$ cat src/rtl/pulse_meter_pkg.sv
// pulse_meter_pkg: shared state encoding and default widths for pulse dividers and meters.
package pulse_meter_pkg;
   localparam int unsigned DEF_CNT_W      = 27;
   localparam int unsigned DEF_MAX_PERIOD = (1 << 27) - 1;
   typedef enum logic [1:0] {
      ST_IDLE = 2'd0,
      ST_ARM  = 2'd1,
      ST_MEAS = 2'd2
   } state_t;
endpackage

$ cat src/rtl/pulse_sync_edge.sv
// pulse_sync_edge: multi-stage synchronizer for an asynchronous input plus rising-edge detector.
module pulse_sync_edge #(
   parameter int unsigned SYNC_STAGES = 2
) (
   input  logic i_clk,
   input  logic i_rst_n,
   input  logic i_async,
   output logic o_edge
);
   logic [SYNC_STAGES-1:0] r_sync;
   logic                   r_sync_d;
   always_ff @(posedge i_clk or negedge i_rst_n) begin
      if (!i_rst_n) begin
         r_sync   <= '0;
         r_sync_d <= 1'b0;
      end else begin
         r_sync   <= {r_sync[SYNC_STAGES-2:0], i_async};
         r_sync_d <= r_sync[SYNC_STAGES-1];
      end
   end
   assign o_edge = r_sync[SYNC_STAGES-1] & ~r_sync_d;
endmodule

$ cat src/rtl/pulse_period_meter.sv
// pulse_period_meter: measures clk cycles between rising edges of a pulse input,
// strobing each completed interval and flagging a missing pulse with a timeout.
module pulse_period_meter
   import pulse_meter_pkg::*;
#(
   parameter int unsigned CNT_W       = DEF_CNT_W,
   parameter int unsigned MAX_PERIOD  = DEF_MAX_PERIOD,
   parameter int unsigned SYNC_STAGES = 2
) (
   input  logic             i_clk,
   input  logic             i_rst_n,
   input  logic             i_en,
   input  logic             i_pulse_in,
   output logic [CNT_W-1:0] o_period,
   output logic             o_period_valid,
   output logic             o_timeout,
   output logic             o_locked
);
   localparam logic [CNT_W-1:0] L_MAX = CNT_W'(MAX_PERIOD);
   localparam logic [CNT_W-1:0] L_ONE = CNT_W'(1);
   logic             w_edge;
   state_t           r_state;
   logic [CNT_W-1:0] r_cnt;
   pulse_sync_edge #(.SYNC_STAGES(SYNC_STAGES)) u_sync_edge (
      .i_clk   (i_clk),
      .i_rst_n (i_rst_n),
      .i_async (i_pulse_in),
      .o_edge  (w_edge)
   );
   always_ff @(posedge i_clk or negedge i_rst_n) begin
      if (!i_rst_n) begin
         r_state        <= ST_IDLE;
         r_cnt          <= '0;
         o_period       <= '0;
         o_period_valid <= 1'b0;
         o_timeout      <= 1'b0;
         o_locked       <= 1'b0;
      end else begin
         o_period_valid <= 1'b0;
         o_timeout      <= 1'b0;
         // disable overrides any edge arriving in the same cycle
         if (!i_en) begin
            r_state  <= ST_IDLE;
            r_cnt    <= '0;
            o_locked <= 1'b0;
         end else begin
            case (r_state)
               ST_IDLE: r_state <= ST_ARM;
               ST_ARM: begin
                  if (w_edge) begin
                     r_state <= ST_MEAS;
                     r_cnt   <= L_ONE;
                  end
               end
               ST_MEAS: begin
                  if (w_edge) begin
                     o_period       <= r_cnt;
                     o_period_valid <= 1'b1;
                     o_locked       <= 1'b1;
                     r_cnt          <= L_ONE;
                  end else if (r_cnt == L_MAX) begin
                     o_timeout <= 1'b1;
                     o_locked  <= 1'b0;
                     r_cnt     <= '0;
                     r_state   <= ST_ARM;
                  end else begin
                     r_cnt <= r_cnt + L_ONE;
                  end
               end
               default: begin
                  r_state <= ST_IDLE;
                  r_cnt   <= '0;
               end
            endcase
         end
      end
   end
endmodule

$ cat config.mk
export PLATFORM = sky130hd
export DESIGN_NAME = pulse_period_meter
export DESIGN_NICKNAME = d
export VERILOG_FILES = /design/src/rtl/pulse_meter_pkg.sv /design/src/rtl/pulse_sync_edge.sv /design/src/rtl/pulse_period_meter.sv
export SDC_FILE = /design/constraint.sdc
export NUM_CORES = 1
export LEC_CHECK = 0
export BUFFER_PORTS_ARGS = -buffer_cell sky130_fd_sc_hd__clkbuf_2
export CAP_MARGIN = 10
export CORE_AREA = 2 2 89 91
export CTS_BUF_LIST = sky130_fd_sc_hd__clkbuf_8
export CTS_CLUSTER_DIAMETER = 60
export DETAILED_ROUTE_END_ITERATION = 6
export DIE_AREA = 0 0 91 93
export GPL_TIMING_DRIVEN = 0
export PLACE_DENSITY_LB_ADDON = 0.05
export SLEW_MARGIN = 20
export SYNTH_ARGS = -nofsm -noshare
export SYNTH_HDL_FRONTEND = slang
export SYNTH_SLANG_ARGS = --single-unit
$ cat constraint.sdc
create_clock -name i_clk -period 2.45 [get_ports i_clk]
set_input_delay 0.1225 -clock i_clk [delete_from_list [all_inputs] [get_ports i_clk]]
set_output_delay 0.1225 -clock i_clk [all_outputs]
set_load 0.02 [all_outputs]
; ---- After elaboration in Yosys (flattened, before gate mapping)
; Cells that the tools add are included.
[word_totals]
regBits = 62
out_inout_bits = 30
[op_classes]
n_addsub = 1
n_eq_ne = 9
muxes = 21
n_bitwise = 2
n_reduce_logical = 5
[ops]
columns = cell, n
row1 = two-way mux 27 bit, 4
row2 = one-hot mux 27 bit (3 select lines), 1
row3 = "adder 27 x 1 -> 27 bit, second input constant", 1
row4 = "equality test 27 bit, second input constant", 1
row5 = two-way mux 1 bit, 11
row6 = two-way mux 2 bit, 4
row7 = "!= test 3 bit, second input constant", 2
row8 = one-hot mux 2 bit (3 select lines), 1
row9 = AND reduction 3 bit, 2
row10 = AND reduction 2 bit, 2
row11 = "!= test 3 x 1 -> 1 bit, second input constant", 1
row12 = "!= test 3 x 2 -> 1 bit, second input constant", 1
row13 = "equality test 2 x 1 -> 1 bit, second input constant", 1
row14 = "equality test 2 bit, second input constant", 1
row15 = zero test 2 bit, 1
row16 = "!= test 2 x 1 -> 1 bit, second input constant", 1
row17 = "!= test 2 bit, second input constant", 1
row18 = AND 1 bit, 1
row19 = inverter 1 bit, 1

; ---- Depth between registers and ports, before layout
; Gate-level depths: netlist of the first run.
[depth]
depth_word = 5
depth_mapped = 8
depth_no_buf = 7

; ---- By module
; Synthesis of the first run repeated with hierarchy kept, for this count alone.
[hier_totals]
hier_cells = 276
hier_area_um2 = 2982.9
[modules_own_cells]
columns = mod, n_inst, cells_each, area_per_inst_um2, seq_area_each_um2
row1 = pulse_period_meter, 1, 272, 2894.0, 1476.4
row2 = pulse_sync_edge, 1, 4, 88.8, 75.1

; ---- Worst setup path after synthesis of the first run
; Ideal clock, no wire load.
[synth_timing]
path_kind = flip-flop to flip-flop
from = reg r_cnt[0]
to = reg r_state[0]
setup_ps = 77
t_arrival_ps = 1902
required_time_ps = 2373
slack_ps = 470
path_stages_with_launch = 7
synth_period_minus_slack_ps = 1980
cell_sequence = dfrtp_1 > ha_1 > and2_0 > nand4_1 > o41a_1 > or3_1 > a21oi_1
[synth_between]
elab_chain_len = 3
[synth_lines]
columns = item, line_no
row1 = from (decl), pulse_period_meter.sv:23  ; logic [CNT_W-1:0] r_cnt;
row2 = from (signal assigned), pulse_period_meter.sv:67  ; r_cnt <= r_cnt + L_ONE;
row3 = equality test 27 bit, pulse_period_meter.sv:61  ; end else if (r_cnt == L_MAX) begin
row4 = != test 3 bit (no source line), n/a
row5 = AND reduction 3 bit (no source line), n/a
row6 = to (signal assigned), pulse_period_meter.sv:51  ; r_state <= ST_MEAS;
row7 = to (signal assigned), pulse_period_meter.sv:65  ; r_state <= ST_ARM;
row8 = to (signal assigned), pulse_period_meter.sv:71  ; r_state <= ST_IDLE;
row9 = to (decl), pulse_period_meter.sv:22  ; state_t r_state;
; No other way between the ends.
; A chain may end at the register's enable or synchronous reset.

; ---- Worst setup path after layout of the first run
; Ends and elaborated chain as after synthesis.

==> results_dict.tcl, run 1 <==
set metrics [dict create \
    area_growth_pct 18.1 \
    worstPathArrival_ps 2580 \
    synthMuxAreaShare_pct 9.61 \
    core_mm2 0.00753 \
    cp_top_family "simple AND/OR/NAND/NOR gates" \
    dieArea_mm2 0.00846 \
    place_inst 410 \
    num_io_pins 34 \
    criticalPathCategory "register to register" \
    antenna_found_initial 0 \
    synth_xor_xnor_area_share_pct 3.90 \
    syn_nets 283 \
    synth_area_mm2 0.00292 \
    synth_top_family_by_area "simple AND/OR/NAND/NOR gates" \
    cts.sinks 62 \
    worstMarginPinSlew_ps 696 \
    p_leak_nw 1.58 \
    utilization_pct 45.8 \
    ys_warn_count 0 \
    antenna_cells 0 \
    ys_seq_area_share_pct 53.2 \
    clkTransAtPathRegs_ps 70 \
    cts_buffer_depth 2 \
    fin_crit_sh_pct 94.5 \
    finalSetupViolCount 0 \
    rsz0062_at_grt "true" \
    synth-simple-area-share_pct 19.9 \
    final_max_slew_viol_count 0 \
    drc_errors 0 \
    drive_gt1_share_pct 24.8 \
    syn_avg_cell_area_um2 10.6 \
    cp_max_fo 6 \
    yosysTopAreaCell "dfrtp_1" \
    start_kind "register" \
    grt_start_max_net_pins 36 \
    grt_usage_pct 17.5 \
    final_cell_count_no_fill 429 \
    die_x_um 91 \
    vias 2217 \
    finalSetupTns_ps 0 \
    crit_chain "ha_1 > and2_2 > nand4_1 > o41a_1 > or3_1 > a21oi_1" \
    ys_types 43 \
    cts-root-buf "clkbuf_8" \
    clock-skew-final_ps 11.6 \
    drtPass1Iterations 4 \
    yosys-top-cells-area "dfrtp_1, mux2_2, nand2_1" \
    synth_fa_ha_area_share_pct 1.72 \
    via_per_inst 5.17 \
    rows 32 \
    grt-busiest-layer "met2" \
    synth_top_area_share_pct 53.2 \
    critical_path_buf_inv_count 0 \
    peakVddDrop_mv 0.358 \
    ys.flop_type "dfrtp_1" \
    die_y_um 93 \
    numCtsBuffers 9 \
    required_ps 2710 \
    ys_async_sr_fraction_pct 100 \
    wl_um 6720 \
    grt_pass1_vias 2254 \
    overflow 0 \
    clock.fmax_mhz 432 \
    placed_cell_area_mm2 0.00323 \
    drtAntennaViolNets 0 \
    synth_compound_gate_area_share_pct 8.62 \
    cts_tree "yes" \
    initial_core_util_pct 38.7 \
    maxCapViolCount 0 \
    grt.met3_usage_pct 3.06 \
    fin_nets 331 \
    end_kind "register" \
    synth_edf_count 0 \
    htreeDepth 3 \
    outcome "completed" \
    hold_path_class "input pin to register" \
    crit_slowest_cell "o41a_1" \
    min_period_ps 2320 \
    synth_seq_cells 62 \
    power.density_mw_per_mm2 567 \
    setup_slack_ps 134 \
    max_slew_margin_pct 53.6 \
    wire_per_inst_um 15.7 \
    finalHoldViolations 0 \
    place_ws_ps -10.8 \
    grt_pass1_wl_um 11500 \
    grtUsageMet1_pct 23.9 \
    clk-insertion-delay-late_ps 330 \
    port_buffers 32 \
    dpl.hpwl_um 4690 \
    gp_congestion 0.805 \
    gr-usage-met2_pct 27.4 \
    netlist_instances 275 \
    first_iter_violations 118 \
    final_cell_area_mm2 0.00344 \
    cp_slowest_stage_delay_ps 550 \
]
## metrics by stage
| step | total power [mW] | hold WS, ps |
|---|---|---|
| detailed placement | 1.19 | 103 |
| CTS | 1.98 | 122 |
| floorplan | 1.13 | -173 |
| finish | 1.95 | 161 |
| global route | 2.04 | 173 |
| global placement | 1.18 | 232 |
## metal layers
layer | vias to the layer above | routed length, um
met3 | 9 | 221
met4 | 0 | 100
met2 | 37 | 2980
met1 | 1092 | 3410
li1 | 1079 | -
met5 | - | 0
## synthesized netlist by cell type (5+ instances only)
master and count:
a21oi_1 7, clkbuf_1 8, dfrtp_1 62, inv_1 8
mux2_2 24, nand2_1 27, nand3_1 13, nand4_1 12
nor2_1 19, nor3_1 8, nor4_1 6, o21ai_0 12
xnor2_1 8, xor2_1 5
## cell type report
| type | count | area (um^2) |
|---|---|---|
| sequential | 62 | 1550 |
| buffer | 13 | 60.1 |
| tap | 102 | 128 |
| timing repair buffer | 37 | 218 |
| clock inverter | 4 | 16.3 |
| clock buffer | 11 | 151 |
| inverter | 8 | 30.0 |
| multi-input combinational | 192 | 1290 |
| fill | 786 | 4080 |
## what timing repair did
action / in CTS / in global routing
setup endpoints to repair: 1 / 14
hold buffers: 2 / 0
setup buffers: 0 / 2
pin swaps: 0 / 1
gates resized for setup: 1 / 6
endpoints found under the hold margin: 28 / 0
## placed cells by master (no fill, tap or decap), drive strengths merged, types with 2 or more instances in the layout
cell type,count
buf,8
nor4,6
a21oi,7
o31ai,4
o21ai,12
nand3,13
and4,4
clkbuf,51
xor2,5
ha,4
nand2,27
inv,11
nor2b,2
nand4,13
xnor2,8
and3,4
and2,4
nand2b,4
o211ai,2
dlygate4sd3,2
a31oi,4
nor3,8
dfrtp,62
nor2,19
mux2,24
or3,4
## sequential cells by signal (all words and copies together), names as in the netlist
signal and count:
o_period 27, r_state 2, o_period_valid 1, o_locked 1, o_timeout 1, u_sync_edge.r_sync_d 1
r_cnt 27, u_sync_edge.r_sync 2
## cell families after synthesis
| logic type | after synthesis |
|---|---|
| simple gates | 111 |
| compound gates | 39 |
| buf+inv | 21 |
| flops | 62 |
| fa+ha+maj | 4 |
| xor+xnor | 13 |
| mux | 25 |
## power by group
part | switching (mW) | internal [mW] | leakage [nW]
Sequential | 0.00717 | 1.03 | 0.858
Clock | 0.379 | 0.404 | 0.0990
Combinational | 0.0953 | 0.0373 | 0.625
Total | 0.482 | 1.47 | 1.58
## final timing paths
| check | start | end | slack (ps) | cells after the start |
|---|---|---|---|---|
| max | r_cnt[0] | r_state[0] | 130 | 6 |
| min | i_en | r_state[1] | 160 | 2 |
| max reg2reg | r_cnt[0] | r_state[0] | 130 | 6 |
| min reg2reg | u_sync_edge.r_sync[0] | u_sync_edge.r_sync[1] | 350 | 0 |
| max in group asynchronous | i_rst_n | r_cnt[18] | 1650 | 3 |
| min in group asynchronous | i_rst_n | o_period_valid | 280 | 2 |
Power figures use the tool's default switching activity.
==> run 2, diff against run 1 <==
--- a/config.mk
+++ b/config.mk
@@ -14,6 +14,7 @@
 export DIE_AREA = 0 0 91 93
 export GPL_TIMING_DRIVEN = 0
 export PLACE_DENSITY_LB_ADDON = 0.05
+export SKIP_CTS_REPAIR_TIMING = 1
 export SLEW_MARGIN = 20
 export SYNTH_ARGS = -nofsm -noshare
 export SYNTH_HDL_FRONTEND = slang
==> constraint.sdc (replaced) <==
create_clock -name i_clk -period 2.45 [get_ports i_clk]
set_input_delay 0.1225 -clock i_clk [delete_from_list [all_inputs] [get_ports i_clk]]
set_output_delay 0.1225 -clock i_clk [all_outputs]
set_load 0.1 [all_outputs]
==> run 2 against run 1 <==
Effect of this change: sequential share of layout area hardly changed; maximum frequency is 0.45% higher; die area stayed put; final cell count is 0.23% lower; clock power hardly changed; wire length is 0.46% lower; critical path type unchanged; critical endpoint unchanged; largest power group unchanged; highest routed layer unchanged.
==> results_dict.tcl, run 2 (synthesis results as in run 1) <==
set metrics [dict create \
    outcome "completed" \
    antenna_cells 0 \
    final_cell_count_no_fill 428 \
    rows 32 \
    drive_gt1_share_pct 24.8 \
    port_buffers 32 \
    setup_slack_ps 144 \
    final_common_cell "dfrtp_1" \
    peakVddDrop_mv 0.358 \
    p_comb_share_pct 7.0 \
    place_ws_ps -10.8 \
    p_sw_mw 0.485 \
    rrSetupSlack_ps 140 \
    drc_errors 0 \
    fin_crit_sh_pct 94.1 \
    swShare_pct 24.8 \
    cts_tree "yes" \
    r2r_end "r_state[0]" \
    hold_path_depth 2 \
    sequentialPowerShare_pct 53.0 \
    area_growth_pct 18.0 \
    grt_usage_pct 17.4 \
    min_delay_worst_endpoint "r_state[1]" \
    antenna_found_initial 0 \
    p_leak_nw 1.58 \
    nFillCells 786 \
    min_period_ps 2310 \
    fin_nets 330 \
    clock.fmax_mhz 434 \
    wl_um 6690 \
    die_x_um 91 \
    p_clk_share_pct 40.0 \
    min_from "i_en" \
    clock-skew-final_ps 10.6 \
    grt_pass1_vias 2230 \
    r2r_cells 6 \
    power.density_mw_per_mm2 569 \
    numCtsBuffers 9 \
    cp_max_fo 6 \
    wire_per_inst_um 15.6 \
    clk-insertion-delay-late_ps 340 \
    die_y_um 93 \
    cts_buffer_depth 2 \
    via_per_inst 5.17 \
    htreeDepth 3 \
    multi_input_area_mm2 0.00129 \
    overflow 0 \
    dpl.hpwl_um 4690 \
    drtAntennaViolNets 0 \
    reg_top3 "o_period x27, r_cnt x27" \
    start_kind "register" \
    cts.sinks 62 \
    grt_start_max_net_pins 36 \
    place_inst 410 \
    clkTransAtPathRegs_ps 70 \
    maxCapViolCount 0 \
    end_kind "register" \
    finalSetupViolCount 0 \
    first_iter_violations 110 \
    criticalPathCategory "register to register" \
    vias 2212 \
    num_io_pins 34 \
    rsz0062_at_grt "false" \
    placed_cell_area_mm2 0.00323 \
    drtPass1Iterations 4 \
    core_mm2 0.00753 \
    intPower_mw 1.47 \
    register_area_mm2 0.00155 \
    worstMarginPinSlew_ps 683 \
    dieArea_mm2 0.00846 \
    worstReg2RegStart "r_cnt[0]" \
    initial_core_util_pct 38.7 \
    grt_pass1_wl_um 11500 \
    max_slew_margin_pct 54.5 \
    final_cell_area_mm2 0.00344 \
    final_max_slew_viol_count 0 \
    hold_path_class "input pin to register" \
    whs_ps 156 \
    gp_congestion 0.805 \
    utilization_pct 45.7 \
    finalHoldViolations 0 \
    required_ps 2710 \
    worstPathArrival_ps 2570 \
    cts-root-buf "clkbuf_8" \
    final_cell_mix "dfrtp_1, clkbuf_2, nand2_1" \
]
==> run 2: cell count changes in the layout (fill, tap and decap cells not counted), sizes merged <==
cell | before | now
clkbuf | 51 | 50
==> run 2: layer usage <==
layer	wire length [um]	global-route usage, %	share of wire (%)
met4	93	7.58	1.4
met5	0	0	0
met1	3390	23.9	51
met2	2990	27.2	45
met3	202	3.06	3.0
==> run 2: cell type report <==
type / count / share of cell area, %
flip-flops and latches: 62 / 45.1
multi-input cells: 192 / 37.5
plain buffers: 12 / 1.64
clock buffers: 11 / 4.40
inverters: 8 / 0.873
well taps: 102 / 3.71
clock inverters: 4 / 0.473
repair buffers: 37 / 6.33
==> run 2: per-stage QoR <==
stage,power (mW),TNS (ps)
6_report,1.96,0
5_1_grt,2.05,0
4_1_cts,1.98,-37.0
3_5_place_dp,1.19,-10.8
3_3_place_gp,1.18,0
2_1_floorplan,1.13,0
==> run 2: power by group through the flow <==
stage,Sequential (mW),Clock [mW],Combinational [mW]
after floorplan,1.06,0,0.0718
after global placement,1.06,0,0.127
after detailed placement,1.06,0,0.133
after CTS,1.04,0.807,0.133
after global routing,1.04,0.854,0.155
final,1.04,0.783,0.137
==> run 2: how the worst max path moves through the flow <==
stage	start	end	slack, ps	depth (start not counted)
floorplan	r_cnt[0]	r_state[0]	470	6
global placement	r_cnt[0]	r_state[0]	8	6
detailed placement	r_cnt[0]	r_state[0]	-10	6
CTS	r_cnt[0]	r_state[0]	-40	6
global route	r_cnt[4]	r_cnt[0]	30	8
finish	r_cnt[0]	r_state[0]	140	6
==> run 2: worst max-delay path, cell delays in order (launching register included) <==
cell	delay, ps
dfrtp_1	480
ha_1	260
and2_2	240
nand4_1	220
o41a_1	550
or3_1	330
a21oi_1	150
==> run 3, diff against run 2 <==
--- a/config.mk
+++ b/config.mk
@@ -12,8 +12,7 @@
 export CTS_CLUSTER_DIAMETER = 60
 export DETAILED_ROUTE_END_ITERATION = 6
 export DIE_AREA = 0 0 91 93
-export GPL_TIMING_DRIVEN = 0
-export PLACE_DENSITY_LB_ADDON = 0.05
+export PLACE_DENSITY = 0.55
 export SKIP_CTS_REPAIR_TIMING = 1
 export SLEW_MARGIN = 20
 export SYNTH_ARGS = -nofsm -noshare
==> constraint.sdc (replaced) <==
create_clock -name i_clk -period 2.15 [get_ports i_clk]
set_input_delay 0.1075 -clock i_clk [delete_from_list [all_inputs] [get_ports i_clk]]
set_output_delay 0.1075 -clock i_clk [all_outputs]
set_load 0.1 [all_outputs]
==> run 3 against run 2 <==
Effect of this change: worst setup slack worse by 21 ps; utilization is 1.3 points higher; clock power is 27% higher; sequential share of layout area is 1.3 points lower; sequential cell count stayed put; first-iteration DRC count is 84% higher; critical endpoint is now r_cnt[14]; largest power group unchanged.
==> results_dict.tcl, run 3 (synthesis results as in run 1) <==
set metrics [dict create \
    outcome "completed" \
    wl_met1_um 3160 \
    core_mm2 0.00753 \
    die_x_um 91 \
    rrSetupSlack_ps 120 \
    fin_nets 339 \
    max_slew_margin_pct 64.3 \
    reg_top3 "o_period x27, r_cnt x27" \
    final_cell_mix "dfrtp_1, clkbuf_2, nand2_1" \
    crit_top_cell "or3_1" \
    drc_errors 0 \
    rows 32 \
    cp_slowest_stage_delay_ps 390 \
    criticalPathCategory "register to register" \
    numCtsBuffers 9 \
    final_common_cell "dfrtp_1" \
    cts_tree "yes" \
    r2r_end "r_cnt[14]" \
    clkTransAtPathRegs_ps 70 \
    power_mw 2.34 \
    final_cell_area_mm2 0.00354 \
    overflow 0 \
    cts_buffer_depth 2 \
    crit_slowest_cell "dfrtp_1" \
    final_max_slew_viol_count 0 \
    crit_chain "inv_1 > ha_1 > and2_1 > a31o_2 > or3_1 > or3_1 > a21oi_1" \
    antenna_cells 0 \
    vias 2294 \
    dieArea_mm2 0.00846 \
    gp_congestion 0.880 \
    clk-insertion-delay-late_ps 350 \
    setup_slack_ps 124 \
    drtAntennaViolNets 0 \
    worstPathArrival_ps 2300 \
    cts-root-buf "clkbuf_8" \
    num_io_pins 34 \
    end_kind "register" \
    min_from "i_en" \
    clock-skew-final_ps 7.64 \
    port_buffers 33 \
    place_inst 419 \
    power.density_mw_per_mm2 661 \
    grt_pass1_vias 2260 \
    finalHoldViolations 0 \
    grt_usage_pct 17.2 \
    drive_gt1_share_pct 30.4 \
    min_period_ps 2030 \
    first_iter_violations 202 \
    drtPass1Iterations 4 \
    via_per_inst 5.24 \
    worstMarginPinSlew_ps 536 \
    place_ws_ps 20.9 \
    placed_cell_area_mm2 0.00332 \
    peakVddDrop_mv 0.322 \
    area_growth_pct 21.4 \
    die_y_um 93 \
    grt_start_max_net_pins 23 \
    wl_met3_um 229 \
    hold_path_class "input pin to register" \
    grt_pass1_wl_um 11400 \
    p_leak_nw 1.64 \
    fin_crit_sh_pct 94.3 \
    min_delay_worst_endpoint "r_state[1]" \
    cts.sinks 62 \
    wl_um 6520 \
    hold_path_depth 2 \
    required_ps 2420 \
    clock.fmax_mhz 493 \
    highest_layer "met4" \
    start_kind "register" \
    htreeDepth 3 \
    worstReg2RegStart "r_state[0]" \
    finalSetupViolCount 0 \
    initial_core_util_pct 38.7 \
    rsz0062_at_grt "false" \
    dpl.hpwl_um 4660 \
    cp_max_fo 4 \
    wire_per_inst_um 14.9 \
    final_cell_count_no_fill 438 \
    antenna_found_initial 0 \
    dr_wl_met2_um 2960 \
    r2r_cells 7 \
    maxCapViolCount 0 \
]
## run 3: cell count changes in the layout (fill, tap and decap cells not counted), sizes merged
| cell | delta |
|---|---|
| buf | +15 |
| bufinv | +1 |
| clkbuf | -8 |
| clkinv | +3 |
| clkinvlp | +2 |
| inv | -3 |
## run 3: worst max-delay path: cells and delay by family (launching register included)
kind                       cells  cell delay (ps)
and+or+nand+nor                3              930
DFF                            1              390
AOI/OAI and AO/OA              2              370
adders and majority gates      1              190
buffers and inverters          1               80
## run 3: how the worst max path moves through the flow
stage	from	end	slack [ps]	cells past startpoint
2_1_floorplan	r_cnt[0]	r_state[0]	170	6
3_3_place_gp	r_cnt[1]	r_state[0]	140	6
3_5_place_dp	r_cnt[1]	r_cnt[0]	20	7
4_1_cts	r_cnt[1]	r_cnt[0]	-0.3	7
5_1_grt	r_cnt[6]	r_cnt[0]	10	6
6_report	r_state[0]	r_cnt[14]	120	7
## run 3: cell type report
| type | instances | area [um^2] |
|---|---|---|
| clock buffer | 9 | 124 |
| clock inverter | 7 | 65.1 |
| fill | 769 | 3990 |
| inverter | 8 | 30.0 |
| multi-input combinational | 192 | 1280 |
| sequential | 62 | 1550 |
| tap | 102 | 128 |
| timing repair buffer | 58 | 358 |
## run 3: stage by stage
stage / TNS (ps) / hold slack [ps] / utilization [%]
finish: 0 / 115 / 47.0
global route: 0 / 123 / 47.0
CTS: -0.327 / -274 / 46.6
floorplan: 0 / -188 / -
global placement: 0 / 122 / 44.0
detailed placement: 0 / 113 / 44.0
## run 3: where the power goes
part	internal (mW)	switching, mW
clock network	0.526	0.468
registers	1.17	0.00602
logic	0.0501	0.115
## run 3: layer usage
| layer | GRT usage (%) | up-vias |
|---|---|---|
| met5 | 0 | - |
| met4 | 9.85 | 0 |
| met3 | 2.74 | 13 |
| met2 | 25.9 | 47 |
| met1 | 23.6 | 1131 |
| li1 | - | 1103 |
